<file path="src/rtl/calc_sequencer.sv">
// calc_sequencer: sequences multi-chunk dot products through a pipelined calculation unit.
// Define CALC_SEQ_SAT_EN to saturate the accumulator instead of wrapping.
module calc_sequencer #(
    parameter int LANES    = 16,
    parameter int DATA_W   = 8,
    parameter int PSUM_W   = 20,
    parameter int CALC_LAT = 2,
    parameter int CNT_W    = 8,
    parameter int ACC_W    = 32
) (
    input  logic                      clk,
    input  logic                      rst,
    input  logic                      start,
    input  logic [CNT_W-1:0]          num_chunks,
    output logic                      busy,
    input  logic                      in_valid,
    output logic                      in_ready,
    input  logic [LANES*DATA_W-1:0]   in_A,
    input  logic [LANES*DATA_W-1:0]   in_B,
    output logic [LANES*DATA_W-1:0]   calc_A,
    output logic [LANES*DATA_W-1:0]   calc_B,
    input  logic [PSUM_W-1:0]         calc_O,
    output logic                      res_valid,
    input  logic                      res_ready,
    output logic [ACC_W-1:0]          res_data
);
    typedef enum logic [1:0] {IDLE, FEED, DRAIN, RESULT} state_t;
    state_t state, state_nx;
    logic [CNT_W-1:0] num, issue_cnt, ret_cnt;
    logic [CALC_LAT-1:0] tag;
    logic [ACC_W-1:0] acc, acc_nx;
    logic hs, last, ret, done;
    assign hs   = in_valid && in_ready;
    assign last = hs && issue_cnt == num - CNT_W'(1);
    assign ret  = tag[CALC_LAT-1];
    assign done = ret_cnt == num;
`ifdef CALC_SEQ_SAT_EN
    logic [ACC_W:0] sum;
    assign sum    = {1'b0, acc} + (ACC_W+1)'(calc_O);
    assign acc_nx = sum[ACC_W] ? '1 : sum[ACC_W-1:0];
`else
    assign acc_nx = acc + ACC_W'(calc_O);
`endif
    always_comb begin
        state_nx  = state;
        busy      = state != IDLE;
        in_ready  = state == FEED;
        res_valid = state == RESULT;
        case (state)
            IDLE:   state_nx = start ? (num_chunks != '0 ? FEED : RESULT) : IDLE;
            FEED:   state_nx = last ? DRAIN : FEED;
            DRAIN:  state_nx = done ? RESULT : DRAIN;
            RESULT: state_nx = res_ready ? IDLE : RESULT;
            default: state_nx = IDLE;
        endcase
    end
    // The tag pipeline mirrors the unit latency so each returning psum is matched to an issued beat.
    always_ff @(posedge clk or negedge rst) begin
        if (!rst) begin
            state     <= IDLE;
            calc_A    <= '0;
            calc_B    <= '0;
            tag       <= '0;
            num       <= '0;
            issue_cnt <= '0;
            ret_cnt   <= '0;
            acc       <= '0;
            res_data  <= '0;
        end else begin
            state  <= state_nx;
            calc_A <= hs ? in_A : '0;
            calc_B <= hs ? in_B : '0;
            tag    <= CALC_LAT'({tag, hs});
            if (state == IDLE && start) begin
                num       <= num_chunks;
                issue_cnt <= '0;
                ret_cnt   <= '0;
                acc       <= '0;
                res_data  <= '0;
            end else begin
                if (hs) issue_cnt <= issue_cnt + CNT_W'(1);
                if (ret) begin
                    ret_cnt <= ret_cnt + CNT_W'(1);
                    acc     <= acc_nx;
                end
                if (state == DRAIN && done) res_data <= acc;
            end
        end
    end
endmodule

</file>
<file path="config.mk">
export PLATFORM = sky130hd
export DESIGN_NAME = calc_sequencer
export DESIGN_NICKNAME = d
export VERILOG_FILES = /design/src/rtl/calc_sequencer.sv
export SDC_FILE = /design/constraint.sdc
export NUM_CORES = 1
export LEC_CHECK = 0
export BUFFER_PORTS_ARGS = -buffer_cell sky130_fd_sc_hd__buf_2
export CORE_AREA = 2 2 228 230
export DETAILED_ROUTE_END_ITERATION = 8
export DIE_AREA = 0 0 230 232
export GPL_TIMING_DRIVEN = 0
export PLACE_DENSITY = 0.6
export SYNTH_ARGS = -nofsm -noshare
export SYNTH_HDL_FRONTEND = slang
export SYNTH_SLANG_ARGS = --single-unit
</file>
<file path="constraint.sdc">
create_clock -name clk -period 2.2 [get_ports clk]
set_clock_uncertainty 0.05 [all_clocks]
set_input_delay 0.44 -clock clk [delete_from_list [all_inputs] [get_ports clk]]
set_output_delay 0.44 -clock clk [all_outputs]
set_load 0.05 [all_outputs]
</file>
==> metrics.md <==
| Metric | Value |
|---|---|
| Status | finished with violations |
| Failing checks | setup timing |
| Layout cells sized above 1 | 42.0% |
| Combinational share of power | 40.6% |
| Psw | 0.0109 W |
| Avg Vias per Cell | 4.65 |
| GRT Residual Overflow | 0 |
| Min cycle time layout | 2.43 ns |
| Fillers | 5099 |
| CP Data Required Time | 2.59 ns |
| Total core area | 0.0509 mm^2 |
| Pint | 0.0151 W |
| CP Class | reg2reg |
| Initial DRC count | 610 |
| Min Hold Slack | 0.0512 ns |
| Final wirelength | 56200 um |
| Worst-margin pin slew | 0.689 ns |
| Largest net degree at the start of global routing | 120 |
| Io pins | 580 |
| Flop and latch count out of synthesis | 348 |
| Slew Limit Headroom | 54.0% |
| Starting Density | 26.4% |
| Fraction of registers with async set/reset | 100% |
| First-pass GRT wire length | 79100 um |
| Count of different cell masters after synthesis | 66 |
| Synth Area per Inst | 11.7 um^2 |
| TritonCTS clock tree | yes |
| Final setup viols | 23 |
| Max Slew Vio Count | 0 |
| Final Hold Viols | 0 |
| Root Driver | clkbuf_16 |
| Initial antenna violation count | 30 |
| Port Buffer Count | 579 |
| RSZ-0062 raised after global routing | yes |
| Wirelength per Cell | 22.3 um |
| Count leader, synth | dfrtp_1 |
| Gpl congestion | 0.912 |
| TritonRoute pass-1 iters | 4 |
| Worst VDD drop | 0.784 mV |
| Final HPWL from detailed placement | 43800 um |
| Area delta synth->final | 44.1% |
| Final Util | 38.1% |
| CTS sink cnt | 348 |
| Sw Share | 41.9% |
| # placed instances | 2414 |
| DRC | 0 |
| EDFF count, synth | 0 |
| Final Cycle Share | 110% |
| Pwr Density | 1340 mW/mm^2 |
| Seq pwr share | 32.7% |
| Die X | 230 um |
| Achievable frequency | 411 MHz |
| Synth area leaders | dfrtp_1, and3_1, nand2_1 |
| Final nets | 2112 |
| Max Cap Viol | 0 |
| Critical path capture point type | flop |
| HP Class | in2reg |
| Row Count | 83 |
| CTS Buffer Depth | 3 |
| Vias in the first global route | 12.0k |
| Worst skew pair latency | 0.55 ns |
| Setup crit start kind | flop |
| Post-synth top flop | dfrtp_1 |
| Syn nets | 1465 |
| Die ar. | 0.0534 mm^2 |
| Total track usage | 20.4% |
| Mapped cell area | 0.0135 mm^2 |
| Clk pwr share | 26.6% |
| Leakage | 10.7 nW |
| Most frequent cells after synthesis | dfrtp_1, and3_1, nand2_1 |
| Post-Layout Cell Count | 2519 |
| Setup_tns | -2.94 ns |
| Final WS setup | -0.230 ns |
| H-tree Lvls | 2 |
| Vias | 11.7k |
| Num CTS Buffers | 41 |
| Crit path DAT | 2.82 ns |
| Post-synth top area share | 64.7% |
| CTS clock-pin slew for the worst setup and hold paths | 0.07 ns |
| Synth Instances | 1152 |
| Yosys warns | 0 |
| Post-synth top area cell | dfrtp_1 |
| Critical-path maximum fanout | 3 |
| Antenna Nets Post-Route | 0 |
| Die Y | 232 um |
| Dpl ws | -0.829 ns |
| Reg2Reg Setup Slack | -0.23 ns |
| Seq/Total Area, Yosys | 64.7% |
-- placed cells by master, fill, tap and decap left out, types with 11 or more instances in the layout --
master,Yosys,final
dfrtp_1,348,345
xor2_1,25,24
clkbuf_16,0,42
o21ai_0,54,49
buf_4,0,19
a21oi_1,25,16
ha_4,0,11
nand2_1,114,111
and3_1,263,262
nand4_1,12,12
o21ai_1,9,12
nor2_1,37,37
clkbuf_1,73,65
buf_2,9,583
mux2i_1,11,11
-- critical path, stage by stage, from the launching register on --
cell and delay, ns:
dfrtp_1 0.40, ha_4 0.18, inv_2 0.05, fa_2 0.22, nor2b_4 0.05, o31a_1 0.32
o31ai_4 0.32, a31oi_2 0.17, a311oi_2 0.31, xor2_1 0.17, o21ai_1 0.07
-- layout make-up --
type / instances / area [um^2] / area share (%)
Clock inverter: 18 / 185 / 0.955
Antenna cell: 10 / 25.0 / 0.129
Inverter: 9 / 33.8 / 0.174
Sequential cell: 348 / 8710 / 44.9
Multi-Input combinational cell: 709 / 4780 / 24.7
Tap cell: 680 / 851 / 4.39
Clock buffer: 55 / 1180 / 6.08
Buffer: 83 / 399 / 2.06
Timing Repair Buffer: 607 / 3230 / 16.7
-- per-layer routing --
layer	global-route usage, %	up-vias	share of wire, %
met5	0	-	0.16
met4	7.84	14	3.7
met3	7.54	121	9.0
met2	33.5	482	48
met1	24.3	5788	39
li1	-	5311	-
-- final timing paths --
check                      startpoint         end  cells after the start
max in group asynchronous         rst  calc_B[54]                      4
setup / recovery               acc[0]     acc[16]                     10
min in group asynchronous         rst     acc[16]                      2
hold reg to reg                tag[0]      tag[1]                      0
hold / removal               in_B[79]  calc_B[79]                      2
setup reg to reg               acc[0]     acc[16]                     10
-- power by group through the flow --
| stage | Sequential [W] | Combinational (W) | Clock [W] |
|---|---|---|---|
| floorplan | 0.0119 | 0.00344 | 0 |
| global placement | 0.00858 | 0.00965 | 0 |
| detailed placement | 0.00858 | 0.00971 | 0 |
| CTS | 0.00851 | 0.0103 | 0.00708 |
| global route | 0.00865 | 0.0112 | 0.00734 |
| finish | 0.00851 | 0.0106 | 0.00692 |
-- registers in the layout (all words and copies together), names as in the netlist, 8 cells and up --
| name | cells |
|---|---|
| acc | 32 |
| num | 8 |
| calc_B | 128 |
| issue_cnt | 8 |
| ret_cnt | 8 |
| res_data | 32 |
| calc_A | 128 |
-- logic make-up after synthesis --
logic type	Yosys count	share of synthesized area [%]
simple gates	501	20.6
compound gates	136	6.41
flops	348	64.7
buf+inv	95	2.79
mux	12	0.902
fa+ha+maj	24	2.29
xor+xnor	36	2.34
-- repair_timing --
| item | in CTS | in global routing |
|---|---|---|
| endpoints found under the setup margin | 295 | 104 |
| gates resized for setup | 57 | 42 |
| hold buffers | 1 | 0 |
| pin swaps | 25 | 16 |
| hold endpoints to repair | 78 | 0 |
| buffers inserted | 16 | 9 |
| gates cloned | 1 | 0 |
-- per-stage QoR --
stage / total power, W / instance area [um^2]
finish: 0.0260 / 19400
global route: 0.0272 / 19400
CTS: 0.0259 / 19200
detailed placement: 0.0183 / 17500
global placement: 0.0182 / 17400
floorplan: 0.0153 / 13600
Power figures use the tool's default switching activity.
